===== src/rtl/serial_pkg.sv =====
// Shared definitions for the serial byte transmitter.
//   tx_state_e      : FSM state encoding (IDLE=0, ARM=1, SHIFT=2)
//   DEF_WIDTH       : default parallel word width
//   DEF_IDLE_LEVEL  : default line level while no word is being sent
package serial_pkg;

    typedef enum logic [1:0] {
        IDLE  = 2'd0,
        ARM   = 2'd1,
        SHIFT = 2'd2
    } tx_state_e;

    localparam int   DEF_WIDTH      = 8;
    localparam logic DEF_IDLE_LEVEL = 1'b0;

endpackage


===== src/rtl/serial_byte_tx_if.sv =====
// Load/serial-line bundle between a word producer and serial_byte_tx.
//   tick       : one-clk bit-rate strobe from the clock divider
//   din        : parallel word to serialize
//   load_valid : din holds a word to send
//   load_ready : transmitter accepts din this cycle
//   s_out      : serial data stream toward the downstream SIPO
//   busy       : a word is captured and not yet fully sent
//   done       : one-clk pulse when the last bit period ends
// master = producer side, slave = transmitter side.
interface serial_byte_tx_if
    import serial_pkg::*;
#(
    parameter int WIDTH = DEF_WIDTH
) ();

    logic             tick;
    logic [WIDTH-1:0] din;
    logic             load_valid;
    logic             load_ready;
    logic             s_out;
    logic             busy;
    logic             done;

    modport master (
        output tick, din, load_valid,
        input  load_ready, s_out, busy, done
    );

    modport slave (
        input  tick, din, load_valid,
        output load_ready, s_out, busy, done
    );

endinterface


===== src/rtl/serial_byte_tx.sv =====
// Parallel-to-serial word transmitter paced by an external bit-rate tick.
// Ports:
//   clk   : system clock, rising edge
//   rst_n : asynchronous active-low reset
//   bus   : serial_byte_tx_if.slave (tick, din, load_valid in;
//           load_ready, s_out, busy, done out)
//
// state | meaning
// ------+-----------------------------------------------------------
// IDLE  | line at IDLE_LEVEL, load_ready=1, waiting for load_valid
// ARM   | word captured, waiting for the first tick to start bit 0
// SHIFT | a data bit is on the line; count = index of the bit shown
module serial_byte_tx
    import serial_pkg::*;
#(
    parameter int   WIDTH      = DEF_WIDTH,
    parameter bit   MSB_FIRST  = 1'b1,
    parameter logic IDLE_LEVEL = DEF_IDLE_LEVEL
) (
    input  logic              clk,
    input  logic              rst_n,
    serial_byte_tx_if.slave   bus
);

    localparam int                CNT_W    = $clog2(WIDTH);
    localparam logic [CNT_W-1:0]  CNT_LAST = CNT_W'(WIDTH - 1);

    tx_state_e        r_state;
    logic [WIDTH-1:0] r_shift;
    logic [CNT_W-1:0] r_count;
    logic             r_s_out;
    logic             r_done;

    tx_state_e        w_state_nxt;
    logic [WIDTH-1:0] w_shift_nxt;
    logic [CNT_W-1:0] w_count_nxt;
    logic             w_s_out_nxt;
    logic             w_done_nxt;

    logic             w_head;
    logic [WIDTH-1:0] w_shifted;

    // The bit to put on the line next always sits at the head of the
    // shift register; shifting after each emit brings up the following one.
    assign w_head    = MSB_FIRST ? r_shift[WIDTH-1] : r_shift[0];
    assign w_shifted = MSB_FIRST ? {r_shift[WIDTH-2:0], 1'b0}
                                 : {1'b0, r_shift[WIDTH-1:1]};

    always_ff @(posedge clk or negedge rst_n) begin
        if (!rst_n) begin
            r_state <= IDLE;
            r_shift <= '0;
            r_count <= '0;
            r_s_out <= IDLE_LEVEL;
            r_done  <= 1'b0;
        end else begin
            r_state <= w_state_nxt;
            r_shift <= w_shift_nxt;
            r_count <= w_count_nxt;
            r_s_out <= w_s_out_nxt;
            r_done  <= w_done_nxt;
        end
    end

    always_comb begin
        w_state_nxt = r_state;
        w_shift_nxt = r_shift;
        w_count_nxt = r_count;
        w_s_out_nxt = r_s_out;
        w_done_nxt  = 1'b0;

        case (r_state)
            IDLE: begin
                w_s_out_nxt = IDLE_LEVEL;
                // Capture ignores tick, so a tick on the capture edge is
                // not mistaken for the ARM tick.
                if (bus.load_valid) begin
                    w_shift_nxt = bus.din;
                    w_count_nxt = '0;
                    w_state_nxt = ARM;
                end
            end
            ARM: begin
                if (bus.tick) begin
                    w_s_out_nxt = w_head;
                    w_shift_nxt = w_shifted;
                    w_count_nxt = '0;
                    w_state_nxt = SHIFT;
                end
            end
            SHIFT: begin
                if (bus.tick) begin
                    if (r_count == CNT_LAST) begin
                        w_s_out_nxt = IDLE_LEVEL;
                        w_done_nxt  = 1'b1;
                        w_state_nxt = IDLE;
                    end else begin
                        w_s_out_nxt = w_head;
                        w_shift_nxt = w_shifted;
                        w_count_nxt = r_count + CNT_W'(1);
                    end
                end
            end
            default: begin
                w_s_out_nxt = IDLE_LEVEL;
                w_state_nxt = IDLE;
            end
        endcase
    end

    assign bus.load_ready = (r_state == IDLE);
    assign bus.busy       = (r_state != IDLE);
    assign bus.s_out      = r_s_out;
    assign bus.done       = r_done;

endmodule


===== src/flat_wrapper.sv =====
// flat-port wrapper written by rule: the top's interface ports become plain ports
module serial_byte_tx_flat import serial_pkg::*;
#(
    parameter int   WIDTH      = DEF_WIDTH,
    parameter bit   MSB_FIRST  = 1'b1,
    parameter logic IDLE_LEVEL = DEF_IDLE_LEVEL
)
  (clk, rst_n, bus_tick, bus_din, bus_load_valid, bus_load_ready, bus_s_out, bus_busy, bus_done);
  serial_byte_tx_if #(.WIDTH(WIDTH)) bus_i ();
  input  logic clk;
  input  logic rst_n;
  input wire logic [$bits(bus_i.tick)-1:0] bus_tick;
  input wire logic [$bits(bus_i.din)-1:0] bus_din;
  input wire logic [$bits(bus_i.load_valid)-1:0] bus_load_valid;
  output wire logic [$bits(bus_i.load_ready)-1:0] bus_load_ready;
  output wire logic [$bits(bus_i.s_out)-1:0] bus_s_out;
  output wire logic [$bits(bus_i.busy)-1:0] bus_busy;
  output wire logic [$bits(bus_i.done)-1:0] bus_done;
  assign bus_i.tick = bus_tick;
  assign bus_i.din = bus_din;
  assign bus_i.load_valid = bus_load_valid;
  assign bus_load_ready = bus_i.load_ready;
  assign bus_s_out = bus_i.s_out;
  assign bus_busy = bus_i.busy;
  assign bus_done = bus_i.done;
  serial_byte_tx #(.WIDTH(WIDTH), .MSB_FIRST(MSB_FIRST), .IDLE_LEVEL(IDLE_LEVEL)) u_core (.clk(clk), .rst_n(rst_n), .bus(bus_i));
endmodule

===== config.mk =====
export PLATFORM = sky130hd
export DESIGN_NAME = serial_byte_tx_flat
export DESIGN_NICKNAME = d
export VERILOG_FILES = /design/src/rtl/serial_pkg.sv /design/src/rtl/serial_byte_tx_if.sv /design/src/rtl/serial_byte_tx.sv /design/src/flat_wrapper.sv
export SDC_FILE = /design/constraint.sdc
export NUM_CORES = 1
export LEC_CHECK = 0
export CAP_MARGIN = 20
export CORE_MARGIN = 2
export CORE_UTILIZATION = 40
export DETAILED_ROUTE_END_ITERATION = 16
export SYNTH_ARGS = -nofsm -noshare
export SYNTH_HDL_FRONTEND = slang
export SYNTH_SLANG_ARGS = --single-unit

===== constraint.sdc =====
create_clock -name clk -period 2.21 [get_ports clk]
set_input_delay 0.442 -clock clk [delete_from_list [all_inputs] [get_ports clk]]
set_output_delay 0.442 -clock clk [all_outputs]
set_load 0.03 [all_outputs]

### Word-level counts from Yosys, hierarchy flattened

Index checks and enable logic that the tools add are counted.

| word-level totals | value |
|---|---|
| bits in registers | 15 |
| latch bits | 0 |
| RAM bits | 0 |
| ROM bits | 0 |
| input bits | 12 |
| output and inout bits | 4 |
| logic and storage cells | 42 |
| memories kept | 0 |

| cells by class | value |
|---|---|
| add/subtract/negate cells | 1 |
| multiply operators | 0 |
| divide/modulo/power cells | 0 |
| magnitude comparators | 0 |
| equality and inequality tests | 8 |
| shift-type cells | 0 |
| mux-type cells | 22 |
| bitwise gates (word level) | 0 |
| reduce and logical (&&, ||, !) cells | 6 |

Operator list:

| cell | number |
|---|---|
| $mux W8 | 4 |
| $pmux W8 S3 | 1 |
| $mux W3 | 4 |
| $pmux W3 S3 | 1 |
| $mux W2 | 4 |
| $ne A2 B2 Y1 const B | 4 |
| $mux W1 | 6 |
| $pmux W2 S3 | 1 |
| $reduce_and A5 Y1 | 1 |
| $reduce_and A4 Y1 | 1 |
| $add A3 B1 Y3 const B | 1 |
| $eq A3 B3 Y1 const B | 1 |
| $reduce_bool A3 Y1 | 1 |
| $eq A2 B1 Y1 const B | 1 |
| $eq A2 B2 Y1 const B | 1 |
| $logic_not A2 Y1 | 1 |
| $ne A2 B1 Y1 const B | 1 |
| $pmux W1 S2 | 1 |
| $reduce_and A2 Y1 | 1 |
| $reduce_bool A2 Y1 | 1 |

### Longest topological paths before layout

| depth | value |
|---|---|
| depth after elaboration | 4 |
| gate-level depth with buffers | 6 |
| gate-level depth less buffers | 5 |

### Worst setup path after synthesis

Ideal clock, no wire load.

| path | value |
|---|---|
| kind | flip-flop to flip-flop |
| from | register u_core.r_state[0] |
| to | register u_core.r_count[0] |
| library setup time | 0.125 ns |
| data arrival time | 1.588 ns |
| data required time | 2.085 ns |
| slack | 0.496 ns |
| cell stages (with the launch flop) | 7 |
| path buffers | 1 |
| period minus slack after synthesis | 1.714 ns |
| cells stage by stage | dfrtp_1 -> inv_1 -> ha_1 -> nand2b_1 -> nand3_2 -> buf_6 -> mux2_4 |

| on the way | value |
|---|---|
| longest elaborated chain between the ends | 3 |
| elaborated cells between the ends (all ways) | 10 |
| those cells by class | eq/ne: 6; mux: 1; reduce/logical: 3 |

RTL lines:

| item | RTL line | RTL |
|---|---|---|
| start, declared | serial_byte_tx.sv:28 | `tx_state_e r_state;` |
| start signal, assigned | serial_byte_tx.sv:57 | `r_state <= w_state_nxt;` |
| $logic_not A2 Y1 (*) | - |  |
| via bus_load_ready | flat_wrapper.sv:15 | `output wire logic [$bits(bus_i.load_ready)-1:0] bus_load_ready;` |
| $ne A2 B2 Y1 (no source line) / $reduce_bool A3 Y1 (equally long branches) | - |  |
| $reduce_and A5 Y1 (no source line) | - |  |
| end signal, assigned | serial_byte_tx.sv:59 | `r_count <= w_count_nxt;` |
| end, declared | serial_byte_tx.sv:30 | `logic [CNT_W-1:0] r_count;` |

Mark *: on every way through the listed nets, which the timed path passes. The rest lies on a longest branch.
A chain may end at the register's enable or synchronous reset.

### Worst setup path after layout

| path | value |
|---|---|
| from | register u_core.r_state[0] |
| to | register u_core.r_shift[6] |

| on the way | value |
|---|---|
| longest elaborated chain between the ends | 3 |
| elaborated cells between the ends (all ways) | 10 |
| those cells by class | eq/ne: 6; mux: 1; reduce/logical: 3 |

RTL lines:

| item | RTL line | RTL |
|---|---|---|
| $eq A2 B2 Y1, or another cell as far along | serial_byte_tx.sv:72 | `case (r_state)` |
| $ne A2 B2 Y1 (no source line) / $reduce_bool A3 Y1 (equally long branches) | - |  |
| $reduce_and A5 Y1 (no source line) | - |  |
| end signal, assigned | serial_byte_tx.sv:58 | `r_shift <= w_shift_nxt;` |
| end, declared | serial_byte_tx.sv:29 | `logic [WIDTH-1:0] r_shift;` |

Parallel ways exist; a longest one is shown, timed or not.

==> flow_metrics.py <==
metrics = {
    "global_routing": {
        "grt_pass1_vias": 552,
        "grt_use_total_pct": 13.66,
        "grt_max_degree": 16,
        "overflow": 0,
        "grt_pass1_wl_mm": 2.580,
        "antenna_found_initial": 0,
    },
    "logic_synthesis": {
        "ys_ff_latch": 15,
        "synth_nets": 83,
        "netlist.area_leader.share_pct": 43.35,
        "synth_seq_area_share_pct": 43.35,
        "yosysWarnings": 0,
        "synthCells": 63,
        "synth_area_leaders": "dfrtp_1 (43%), mux2_4 (14%), mux2_2 (13%), ha_1 (12%), a32o_1 (2.3%)",
        "synth.distinct_cells": 19,
        "synth_area_um2": 865.8,
        "synth_top_cell_by_area": "dfrtp_1",
        "postSynthAreaPerCell_um2": 13.74,
    },
    "clock_network": {
        "clockBufferDepth": 2,
        "clk_pin_slew_ps": 100,
        "cts_hold_buf": 0,
        "cts_tree": "done",
        "numClockSinks": 15,
        "numCtsBuffers": 3,
        "insertion_delay_ps": 280,
        "clockRootBuffer": "clkbuf_4",
        "htreeDepth": 1,
    },
    "sta": {
        "fmax_ghz": 0.5053,
        "maxSlewViolCount": 0,
        "max-slew-margin-rel_pct": 55.86,
        "setup_viol": 0,
        "finalCritPeriodShare_pct": 89.56,
        "period_minus_slack_ps": 1979,
        "clock_skew_ps": 4.213,
        "finalHoldViolCount": 0,
        "rsz0062_at_grt": "no",
        "worst_pin_slew_ps": 660.1,
        "setup_tns_ps": 0,
    },
    "power_and_ir_drop": {
        "power_density_nw_per_um2": 1422,
        "vdd_drop_max_mv": 0.7193,
        "leakagePower_nw": 0.5169,
    },
    "routing": {
        "wl_per_cell_um": 13.09,
        "ant_nets": 0,
        "routed_via_density": 4.776,
        "drcViolationCount": 0,
        "drtPass1Iterations": 2,
        "first_iter_violations": 10,
        "vias": 511,
        "finalWirelength_mm": 1.401,
    },
    "die": {
        "die_area_um2": 2553,
        "ioPinCount": 16,
        "die_w_um": 50.53,
        "std_cell_rows": 16,
        "die_height_um": 50.53,
        "initial_utilization_pct": 43.25,
        "coreArea_um2": 2002,
    },
    "critical_path": {
        "cp_data_arrival_time_ps": 2150,
        "crit_path_end_kind": "register",
        "crit_type": "reg -> reg",
        "path_max_fanout": 11,
        "cp-start-kind": "register",
        "r2r_slack_ps": 230,
        "crit_required_ps": 2380,
    },
    "placement": {
        "io_buffers": 15,
        "gp_congestion": 0.7261,
        "post_dp_cell_area_um2": 1033,
        "placedCellCount": 103,
        "place.detailed.hpwl_mm": 1.015,
    },
    "run_status": {
        "status": "finished clean",
    },
    "final_layout": {
        "antenna_cells": 0,
        "final_cells": 107,
        "drive_above_1_share_pct": 32.50,
        "syn_to_final_growth_pct": 22.69,
        "nets": 101,
        "post-route-cell-area_um2": 1062,
    },
    "hold_path": {
        "min_path_type": "reg -> reg",
    },
    "flow_run": {
        "cap_violations": 0,
    },
}
[kinds of logic (layout without fill, tap and decap cells)]
kind of cell               after synthesis  count (layout)  synth area share (%)
and+or+nand+nor                         10              10                 7.948
AOI/OAI and AO/OA                        6               6                 6.647
DFF                                     15              15                 43.35
muxes                                   18              18                 26.88
buffers and inverters                    6              23                 3.612
adders and majority gates                8               8                 11.56
[report_power, final]
| part | switching [W] | leakage, nW | total, W | internal, W |
|---|---|---|---|---|
| registers | 0.0000786 | 0.189 | 0.000474 | 0.000395 |
| logic | 0.000377 | 0.310 | 0.000877 | 0.000500 |
| clock network | 0.0000921 | 0.0177 | 0.000159 | 0.0000671 |
[cells in the mapped netlist (all sizes together)]
cell type  number
nor2b           3
nand2b          1
mux2           18
dfrtp          15
o2111ai         1
or2b            1
o21bai          1
inv             4
ha              8
nand3           2
o21ai           1
a21oi           1
buf             2
and3            3
a32o            2
[state kept, by name (all words and copies together) (netlist names)]
| register | flops |
|---|---|
| u_core.bus.done | 1 |
| u_core.bus.s_out | 1 |
| u_core.r_shift | 8 |
| u_core.r_state | 2 |
| u_core.r_count | 3 |
[cells in the final DEF (no fill, tap or decap), drive strengths merged]
master / instances
a21oi: 1
o21bai: 1
o21ai: 1
nand3: 2
o2111ai: 1
clkdlybuf4s50: 13
ha: 8
clkbuf: 3
mux2: 18
dlygate4sd2: 1
dlymetal6s2s: 1
or2b: 1
a32o: 2
nor2b: 3
dfrtp: 15
inv: 4
clkinv: 1
and3: 3
nand2b: 1
[through the flow]
stage	hold WS [ps]	util [%]	power, W	setup slack (ps)
final	518.7	53.06	0.001510	230.8
after global routing	534.6	53.06	0.001638	111.4
after CTS	520.9	52.94	0.001533	38.50
after detailed placement	490.7	51.63	0.001374	249.8
after global placement	491.0	51.63	0.001361	276.3
after floorplan	146.4	-	0.001204	496.4
[critical path, cell delays in order, from the launching register on]
cell and delay (ps):
dfrtp_1 430, inv_1 100, ha_1 310, a21oi_1 260
nand3_2 360, mux2_4 410
[repair_timing]
item                       CTS  global route
setup buffers                0             0
gates resized for setup      1             1
setup endpoints to repair    1             1
pin swaps                    0             0
[routing by layer]
metal | GRT usage, % | vias to the layer above | routed length (um)
met1 | 17.86 | 244 | 707
met2 | 21.49 | 9 | 639
met3 | 4.464 | 0 | 54
met4 | 4.054 | 0 | 0
met5 | 0 | - | 0
li1 | - | 258 | -
[final timing paths]
check	from	to	depth (start not counted)
hold / removal	u_core.r_count[2]	u_core.r_count[2]	1
setup reg to reg	u_core.r_state[0]	u_core.r_shift[6]	5
max in group asynchronous	rst_n	u_core.r_state[1]	1
hold reg to reg	u_core.r_count[2]	u_core.r_count[2]	1
setup / recovery	u_core.r_state[0]	u_core.r_shift[6]	5
min in group asynchronous	rst_n	u_core.bus.s_out	1
[layout make-up]
class / instances / area [um^2]
Clock buffer: 3 / 22.52
Clock inverter: 1 / 5.005
Fill cell: 184 / 939.7
Inverter: 4 / 15.01
Multi-Input combinational cell: 42 / 459.2
Sequential cell: 15 / 375.4
Tap cell: 27 / 33.78
Timing Repair Buffer: 15 / 151.4
No activity file was read; power rests on OpenSTA's default activity.
